===== src/rtl/tdm_demux4.sv =====
// Receive-side demultiplexer for a bit-interleaved four-channel serial stream.
// Tracks slot/bit position, assembles one WIDTH-bit word per channel and reports framing loss.
module tdm_demux4 #(
   parameter int WIDTH = 8
) (
   input  logic             clk,
   input  logic             rst_n,
   input  logic             din,
   input  logic             din_vld,
   input  logic             frame_start,
   output logic [WIDTH-1:0] ch0,
   output logic [WIDTH-1:0] ch1,
   output logic [WIDTH-1:0] ch2,
   output logic [WIDTH-1:0] ch3,
   output logic             word_vld,
   output logic             frame_err,
   output logic             locked
);

   localparam int BW = $clog2(WIDTH);
   localparam logic [BW-1:0] LAST_BIT = BW'(WIDTH - 1);

   typedef enum logic {S_IDLE, S_RUN} state_t;

   state_t           r_state;
   state_t           w_state_nxt;
   logic [1:0]       r_slot;
   logic [1:0]       w_slot_nxt;
   logic [BW-1:0]    r_bit;
   logic [BW-1:0]    w_bit_nxt;
   logic [WIDTH-1:0] r_sr [4];
   logic [WIDTH-1:0] r_ch [4];
   logic             r_word_vld;
   logic             r_frame_err;
   logic             r_locked;
   logic             w_start;
   logic             w_shift;
   logic             w_load;
   logic             w_err;

   always_comb begin
      w_state_nxt = r_state;
      w_slot_nxt  = r_slot;
      w_bit_nxt   = r_bit;
      w_start     = 1'b0;
      w_shift     = 1'b0;
      w_load      = 1'b0;
      w_err       = 1'b0;
      if (din_vld) begin
         case (r_state)
            S_IDLE: begin
               if (frame_start) begin
                  w_start     = 1'b1;
                  w_state_nxt = S_RUN;
               end
            end
            S_RUN: begin
               if (r_slot == 2'd0 && r_bit == '0) begin
                  // A word boundary must carry frame_start, otherwise sync is gone.
                  if (frame_start) begin
                     w_start = 1'b1;
                  end else begin
                     w_err       = 1'b1;
                     w_state_nxt = S_IDLE;
                  end
               end else if (frame_start) begin
                  w_err   = 1'b1;
                  w_start = 1'b1;
               end else begin
                  w_shift    = 1'b1;
                  w_slot_nxt = r_slot + 2'd1;
                  if (r_slot == 2'd3) begin
                     if (r_bit == LAST_BIT) begin
                        w_load    = 1'b1;
                        w_bit_nxt = '0;
                     end else begin
                        w_bit_nxt = r_bit + BW'(1);
                     end
                  end
               end
            end
            default: w_state_nxt = S_IDLE;
         endcase
      end
      if (w_start) begin
         w_slot_nxt = 2'd1;
         w_bit_nxt  = '0;
      end
   end

   always_ff @(posedge clk or negedge rst_n) begin
      if (!rst_n) begin
         r_state     <= S_IDLE;
         r_slot      <= 2'd0;
         r_bit       <= '0;
         r_word_vld  <= 1'b0;
         r_frame_err <= 1'b0;
         r_locked    <= 1'b0;
         for (int i = 0; i < 4; i++) begin
            r_sr[i] <= '0;
            r_ch[i] <= '0;
         end
      end else begin
         r_state     <= w_state_nxt;
         r_slot      <= w_slot_nxt;
         r_bit       <= w_bit_nxt;
         r_word_vld  <= w_load;
         r_frame_err <= w_err;
         r_locked    <= (w_state_nxt == S_RUN);
         // Bits are written in place, so stale bits of an aborted word are always overwritten.
         if (w_start) begin
            r_sr[0][0] <= din;
         end else if (w_shift) begin
            r_sr[r_slot][r_bit] <= din;
         end
         if (w_load) begin
            r_ch[0] <= r_sr[0];
            r_ch[1] <= r_sr[1];
            r_ch[2] <= r_sr[2];
            r_ch[3] <= {din, r_sr[3][WIDTH-2:0]};
         end
      end
   end

   assign ch0       = r_ch[0];
   assign ch1       = r_ch[1];
   assign ch2       = r_ch[2];
   assign ch3       = r_ch[3];
   assign word_vld  = r_word_vld;
   assign frame_err = r_frame_err;
   assign locked    = r_locked;

endmodule


===== config.mk =====
export PLATFORM = sky130hd
export DESIGN_NAME = tdm_demux4
export DESIGN_NICKNAME = d
export VERILOG_FILES = /design/src/rtl/tdm_demux4.sv
export SDC_FILE = /design/constraint.sdc
export NUM_CORES = 1
export LEC_CHECK = 0
export BUFFER_PORTS_ARGS = -buffer_cell sky130_fd_sc_hd__buf_2
export CORE_UTILIZATION = 58
export DETAILED_ROUTE_END_ITERATION = 8
export GPL_TIMING_DRIVEN = 0
export PLACE_DENSITY = 0.88
export SYNTH_ARGS = -nofsm -noshare
export SYNTH_HDL_FRONTEND = slang
export SYNTH_SLANG_ARGS = --single-unit

===== constraint.sdc =====
create_clock -name clk -period 2.79 [get_ports clk]
set_input_delay 0.1395 -clock clk [delete_from_list [all_inputs] [get_ports clk]]
set_output_delay 0.1395 -clock clk [all_outputs]
set_load 0.005 [all_outputs]

# Word level (Yosys, flattened, before mapping)
# Cells that the tools add are included.
[op_classes] magnitude_cmp=4 bitwise_logic=3 reduce_logical=12 eq_ne=4 mux=36 addsub=2
[op_table] op="$bwmux W32" count=1
[op_table] op="$mux W25" count=1
[op_table] op="$mux W3" count=7
[op_table] op="$mux W1" count=18
[op_table] op="$demux W8 S2" count=1
[op_table] op="$mux W2" count=5
[op_table] op="$mux W8" count=1
[op_table] op="$reduce_bool A2 Y1" count=4
[op_table] op="$reduce_and A5 Y1" count=1
[op_table] op="$lt A3 B4 Y1 const B" count=1
[op_table] op="$reduce_and A4 Y1" count=1
[op_table] op="$add A3 B1 Y3 const B" count=1
[op_table] op="$demux W1 S3" count=1
[op_table] op="$eq A3 B3 Y1 const B" count=1
[op_table] op="$ge A3 B1 Y1 const B" count=1
[op_table] op="$ge A3 B3 Y1 const B" count=1
[op_table] op="$logic_and A1 B1 Y1" count=3
[op_table] op="$logic_not A3 Y1" count=1
[op_table] op="$lt A3 B1 Y1 const B" count=1
[op_table] op="$not A2 Y3" count=1
[op_table] op="$add A2 B1 Y2 const B" count=1
[op_table] op="$eq A2 B2 Y1 const B" count=1
[op_table] op="$logic_not A2 Y1" count=1
[op_table] op="$ne A2 B1 Y1 const B" count=1
[op_table] op="4 further kinds" count=5
[totals] out_inout_bits=35 wordCells=75 in_bits=5 register_bits=72

# Depth between registers and ports, before layout
# Gate-level depths: netlist of the first run.
[depth] depth_word=9 depth_mapped=10 mapped_depth_nobuf=7

# Worst setup path after synthesis of the first run
# No wires, ideal clock.
[synth_timing] kind="reg2reg" from="register r_slot[0]" to="register r_sr[12] (netlist name)" period_less_slack_ns=2.103 stages_incl_launch_ff=11 n_path_buf=3 setup_ns=0.125 slack_ns=0.687 arrival_time_ns=1.978 required_time_ns=2.665 cell_sequence="dfrtp_1 inv_1 ha_1 buf_4 nand3b_4 ha_1 and4b_1 buf_2 buf_4 nand4_1 mux2_2"
[synth_via] elab_chain_cells=6 elab_cells_between_ends=13 cone_classes="order compare (2); mux (6); bitwise (1); reduce/logical (4)"
[synth_rtl] item="from (decl)" line_no="27" source="logic [1:0] r_slot;"
[synth_rtl] item="from (signal assigned)" line_no="105" source="r_slot <= w_slot_nxt;"
[synth_rtl] item="$not A2 Y3 (implied by the code) or $logic_not A2 Y1 (tied branches)" line_no="114, 58"
[synth_rtl] item="$ge A3 B3 Y1 (implied by the code), or another cell as far along" line_no="114" source="r_sr[r_slot][r_bit] <= din;"
[synth_rtl] item="$logic_and A1 B1 Y1 (implied by the code) or $mux W1 (tied branches)" line_no="114, 58"
[synth_rtl] item="$mux W8 (implied by the code) or $mux W1 (tied branches)" line_no="114, 50"
[synth_rtl] item="$demux W8 S2 or $mux W1 (tied branches)" line_no="114, 49"
[synth_rtl] item="$bwmux W32 or $reduce_and A2 Y1 (tied branches)"
[synth_rtl] item="to (signal, indexed assignment)" line_no="114"
[synth_rtl] item="to (decl)" line_no="31" source="logic [WIDTH-1:0] r_sr [4];"
# Parallel ways exist; a longest one is shown, timed or not.
# A chain may end at the register's enable or synchronous reset.

# Worst setup path in the final report of the first run
[layout_timing] from="register r_slot[0]" to="register r_sr[0] (netlist name)"
# The elaborated chain is that of the path after synthesis.

==> results of run 1 <==
-- worst paths after layout --
kind | start | end | cells past startpoint
max | r_slot[0] | r_sr[0] | 10
min | din | r_sr[1] | 2
max reg2reg | r_slot[0] | r_sr[0] | 10
min reg2reg | r_sr[4] | r_sr[4] | 1
max in group asynchronous | rst_n | r_sr[20] | 2
min in group asynchronous | rst_n | ch2[5] | 2
-- through the flow --
step | std cells | utilization [%] | worst slack, ps
final | 362 | 70.4 | 411
after global routing | 362 | 70.4 | 266
after CTS | 362 | 70.4 | 432
after detailed placement | 345 | 65.4 | 447
after global placement | 345 | 65.3 | 523
after floorplan | 235 | - | 687
-- per-layer routing --
layer	track usage (%)	up-vias
met3	6.59	9
met2	34.1	56
met4	11.1	0
met5	0	-
li1	-	960
met1	29.9	1046
-- area by class of cell --
type                       count  area (um^2)  area share (%)
clock buffer                  11          141            3.62
tap                           72         90.1            2.31
buffer                        21          171            4.39
timing repair buffer          39          203            5.19
inverter                       6         22.5           0.577
sequential                    71         1780            45.5
multi-input combinational    137         1370            35.1
clock inverter                 5          129            3.30
-- worst max-delay path, stage by stage (launching register included) --
cell and delay [ps]:
dfrtp_1 450, inv_1 90, ha_1 200, buf_4 180
nand3b_4 130, ha_1 190, and4b_1 190, buf_2 180
buf_4 190, nand4b_1 140, mux2_1 340
-- Yosys cell counts --
master / n
nand3_1: 5
ha_1: 9
a311oi_1: 1
a21oi_1: 4
nand3b_1: 1
a31oi_1: 1
buf_4: 3
buf_12: 4
or4_1: 1
nand4_1: 20
nor2_1: 4
and3_1: 4
inv_1: 6
mux2_2: 30
dfrtp_1: 71
and2_1: 2
a211oi_1: 2
clkbuf_1: 6
nor3b_1: 1
nor2b_1: 2
nand2_1: 1
o21ai_0: 2
and4_4: 1
nor4_1: 2
mux2_1: 4
and3_4: 1
mux2_4: 29
nand3b_4: 1
buf_6: 1
nand4b_1: 7
a311o_1: 1
clkbuf_2: 3
and4b_1: 1
buf_2: 4
-- where the power goes --
group	switching, W	total, W	internal, W
logic	0.000276	0.000457	0.000181
registers	0.0000693	0.00118	0.00111
clock network	0.000391	0.00110	0.000711
-- layout by cell type (no fill, tap or decap) --
cell and n:
clkbuf_1 7, ha_1 9, buf_2 41, clkbuf_8 10
nor2b_1 2, mux2_1 4, nand3_1 5, nor4_1 2
buf_4 4, nand4_1 20, and4_4 1, clkbuf_2 3
nor3b_1 1, o21ai_0 2, a311oi_1 1, nand2_1 1
mux2_4 29, clkinv_4 1, a211oi_1 2, mux2_2 30
inv_1 6, nand3b_1 1, buf_12 4, a311o_1 1
and2_1 2, dlygate4sd3_1 1, a21oi_1 4, or4_1 1
nand4b_1 7, a31oi_1 1, and3_4 1, bufinv_16 4
and4b_1 1, nor2_1 4, and3_1 4, buf_6 1
nand3b_4 1, dfrtp_1 71
-- cell families after synthesis --
kind of cell | after synthesis
AOI/OAI and AO/OA | 11
adders and majority gates | 9
and+or+nand+nor | 54
DFF | 71
muxes | 63
buffers and inverters | 27
-- flip-flops by register name, summed over array words and instances, names as in the netlist, 2 cells and up --
name / cells
ch3: 8
ch0: 8
r_sr: 31
r_slot: 2
r_bit: 3
ch1: 8
ch2: 8
==> run_results.csv, run 1 <==
group,metric,value,unit
global_routing,grt_max_degree,72,
die,rows,27,
timing,clock_skew,5.72,ps
critical_path,crit_type,"reg -> reg",
timing,finalMaxSlewViolations,0,
die,dieArea,0.00607,mm^2
placed_design,placed_area,0.00362,mm^2
yosys,synth_area_leaders,"dfrtp_1 (53%), mux2_4 (13%), mux2_2 (10%)",
yosys,synth-seq-cells,71,
route,num_vias,2071,
timing,hold_ws,106,ps
route,drtAntennaViolNets,0,
yosys,synth_top_area_share,53.2,%
cts,htree_num_levels,3,
timing,max_slew.worst_pin.slew,864,ps
critical_path,r2r_slack,410,ps
yosys,synth_fa_ha_area_share,3.37,%
route,first_iter_violations,136,
final_layout,fillers,402,
flow_run,drv_cap,0,
critical_path,cp.arrival,2620,ps
cts,cts_setup_buffers,0,
global_routing,grt_usage,22.6,%
final_layout,n_antenna_cell,0,
die,core_area,0.00554,mm^2
route,finalWirelength,6.12,mm
status,outcome,"completed",
yosys,synth_mux_area_share,24.5,%
power_and_ir_drop,total_power,0.00273,W
route,highest_layer,"met4",
cts,clkTransAtPathRegs,70,ps
cts,cts_buffers,9,
placed_design,place_congestion,0.889,
yosys,yosysSeqAreaShare,53.2,%
power_and_ir_drop,power_density,701,mW/mm^2
global_routing,antenna_found_initial,0,
final_layout,final_area,0.00390,mm^2
final_layout,nNetsFinal,299,
yosys,synth_top_family_by_area,"multiplexers",
cts,cts_buffer_depth,2,
route,m1WireLength,2.81,mm
final_layout,areaGrowthSynthToFinish,16.9,%
die,initial_core_util,60.3,%
yosys,syn-cell-area,0.00334,mm^2
cts,post_cts_resized,0,
route,dr.pass1.iters,4,
die,num_io_pins,40,
cts,clockRootBuffer,"clkbuf_8",
cts,clkLatencyLatePin,350,ps
global_routing,globalRouteOverflowTotal,0,
timing,relSlewSlack,42.4,%
route,wl_met3,247,um
cts,cts_sinks,71,
power_and_ir_drop,power.leakage,1.98,nW
die,die_w,77.9,um
yosys,netlist_instances,235,
timing,post-route-period-util,85.3,%
critical_path,startpoint_type,"flip-flop",
yosys,synth-simple-area-share,11.0,%
die,fp.dieH,77.9,um
yosys,syn_area_per_cell,14.2,um^2
yosys,synth-xor-area-share,0,%
critical_path,cp-end-kind,"flip-flop",
timing,max_freq,420,MHz
critical_path,cp_max_fo,10,
cts,cts_hold_buf,1,
timing,setup_tns,0,ps
yosys,synth_compound_area_share,2.10,%
yosys,yosys.area.top_type,"dfrtp_1",
final_layout,drive_above_1_share,44.8,%
timing,rsz0062_at_grt,"no",
global_routing,grt_pass1_wl,10.1,mm
timing,fin_crit,2380,ps
cts,cts_tree,"yes",
worst_hold_path,hp-class,"in -> reg",
placed_design,io_buffers,38,
route,drcViolationCount,0,
route,avgRoutedWirePerCell,16.9,um
yosys,ys_types,34,
timing,finalSetupViolCount,0,
power_and_ir_drop,vdd_drop_max,398,uV
route,wl_met2,2.98,mm
critical_path,required,3030,ps
yosys,syn_nets,249,
timing,hold_viol,0,
placed_design,dpl.hpwl,4.11,mm
yosys,yosysWarnings,0,
global_routing,grt_pass1_vias,2010,
route,via_per_inst,5.72,
Note: power is estimated with default switching activity, not from simulation.
==> run 2: changes to the inputs <==
MAX_ROUTING_LAYER = met4   (was not set)
==> run 2 against run 1 <==
Against the previous run:
- register-to-register slack about the same
- die area is the same
- cell area unchanged
==> run_results.csv, run 2 (synthesis results as in run 1) <==
group,metric,value,unit
status,outcome,"completed",
placed_design,place_congestion,0.904,
critical_path,cp_max_fo,10,
power_and_ir_drop,pwr-share-comb,16.7,%
cts,clkTransAtPathRegs,70,ps
cts,htree_num_levels,3,
worst_hold_path,hp-class,"in -> reg",
power_and_ir_drop,power.leakage,1.98,nW
timing,max_freq,422,MHz
timing,max_slew.worst_pin.slew,862,ps
global_routing,grt_pass1_vias,2012,
cts,clkLatencyLatePin,350,ps
final_layout,fin_util,70.4,%
die,rows,27,
final_layout,fillers,402,
placed_design,pre_cts_ws,447,ps
critical_path,crit_type,"reg -> reg",
power_and_ir_drop,p_sw,0.000735,W
cts,cts_tree,"yes",
die,initial_core_util,60.3,%
final_layout,final_common_cell,"dfrtp_1",
global_routing,grt_max_degree,72,
power_and_ir_drop,intPower,0.00200,W
route,finalWirelength,6.12,mm
critical_path,required,3030,ps
final_layout,largest-register,"r_sr",
die,core_area,0.00554,mm^2
critical_path,cp-end-kind,"flip-flop",
die,fp.dieH,77.9,um
die,num_io_pins,40,
power_and_ir_drop,clkPwrFrac,40.3,%
critical_path,startpoint_type,"flip-flop",
final_layout,areaGrowthSynthToFinish,16.9,%
timing,clock_skew,6.10,ps
final_layout,layout_common_cells,"dfrtp_1 (71), buf_2 (41), mux2_2 (30), mux2_4 (29), nand4_1 (20)",
global_routing,grt_pass1_wl,10.1,mm
route,first_iter_violations,128,
timing,setup_tns,0,ps
critical_path,cp.arrival,2610,ps
final_layout,nNetsFinal,299,
timing,relSlewSlack,42.5,%
timing,hold_viol,0,
cts,post_cts_resized,0,
power_and_ir_drop,power_density,700,mW/mm^2
final_layout,final_area,0.00390,mm^2
cts,clockRootBuffer,"clkbuf_8",
cts,cts_buffers,9,
route,dr.pass1.iters,4,
final_layout,drive_above_1_share,44.8,%
timing,finalSetupViolCount,0,
final_layout,n_antenna_cell,0,
timing,setup_slack,423,ps
global_routing,globalRouteOverflowTotal,0,
route,num_vias,2073,
die,dieArea,0.00607,mm^2
cts,cts_buffer_depth,2,
die,die_w,77.9,um
timing,rsz0062_at_grt,"no",
placed_design,dpl.hpwl,4.11,mm
route,drtAntennaViolNets,0,
route,avgRoutedWirePerCell,16.9,um
timing,post-route-period-util,84.8,%
route,via_per_inst,5.73,
power_and_ir_drop,vdd_drop_max,399,uV
cts,cts_sinks,71,
flow_run,drv_cap,0,
critical_path,r2r_slack,420,ps
placed_design,placed_area,0.00362,mm^2
route,drcViolationCount,0,
global_routing,grt_usage,23.3,%
power_and_ir_drop,p_seq_share,43.0,%
global_routing,antenna_found_initial,0,
placed_design,io_buffers,38,
final_layout,largest_reg_flops,31,
power_and_ir_drop,swShare,26.9,%
timing,finalMaxSlewViolations,0,
timing,fin_crit,2370,ps
==> run 2: critical path, cell delays in order (launching register included) <==
cell	delay (ps)
dfrtp_1	450
inv_1	110
ha_1	150
buf_4	180
nand3b_4	130
ha_1	220
and4b_1	190
buf_2	160
buf_4	180
nand4_1	140
mux2_2	340
==> run 2: worst paths after layout <==
kind | start | endpoint | cells after the start
min | din | r_sr[1] | 2
max in group asynchronous | rst_n | ch1[2] | 2
max | r_slot[0] | r_sr[30] | 10
min in group asynchronous | rst_n | ch2[5] | 2
min reg2reg | r_sr[4] | r_sr[4] | 1
max reg2reg | r_slot[0] | r_sr[30] | 10
==> run 2: layer usage <==
layer | part of all wire, % | vias up | wire (um) | global-route usage, %
met5 | 0 | - | 0 | -
met4 | 1.4 | 0 | 84 | 11.1
met3 | 4.4 | 7 | 268 | 6.59
met2 | 49 | 55 | 3000 | 34.1
met1 | 45 | 1049 | 2770 | 30.0
li1 | - | 962 | - | -
==> run 2: per-stage QoR <==
step	std cells	total power (W)	hold WS [ps]
floorplan	235	0.00151	-156
global placement	345	0.00162	468
detailed placement	345	0.00164	313
CTS	362	0.00275	81.2
global route	362	0.00285	102
finish	362	0.00273	104
==> run 2: power groups by stage <==
stage                     Clock, W  Combinational (W)  Sequential (W)
after floorplan                  0           0.000334         0.00117
after global placement           0           0.000431         0.00119
after detailed placement         0           0.000451         0.00119
after CTS                  0.00112           0.000453         0.00117
after global routing       0.00116           0.000507         0.00119
final                      0.00110           0.000456         0.00118
==> run 2: layout make-up <==
class | count | area, um^2 | share of cell area [%]
flip-flops and latches | 71 | 1780 | 45.5
multi-input cells | 137 | 1370 | 35.1
repair buffers | 39 | 203 | 5.19
plain buffers | 21 | 171 | 4.39
clock buffers | 11 | 141 | 3.62
clock inverters | 5 | 129 | 3.30
well taps | 72 | 90.1 | 2.31
inverters | 6 | 22.5 | 0.577
==> run 2: what timing repair did <==
item	in CTS	in global routing
setup buffers	0	0
hold buffers	1	0
hold endpoints to repair	71	0
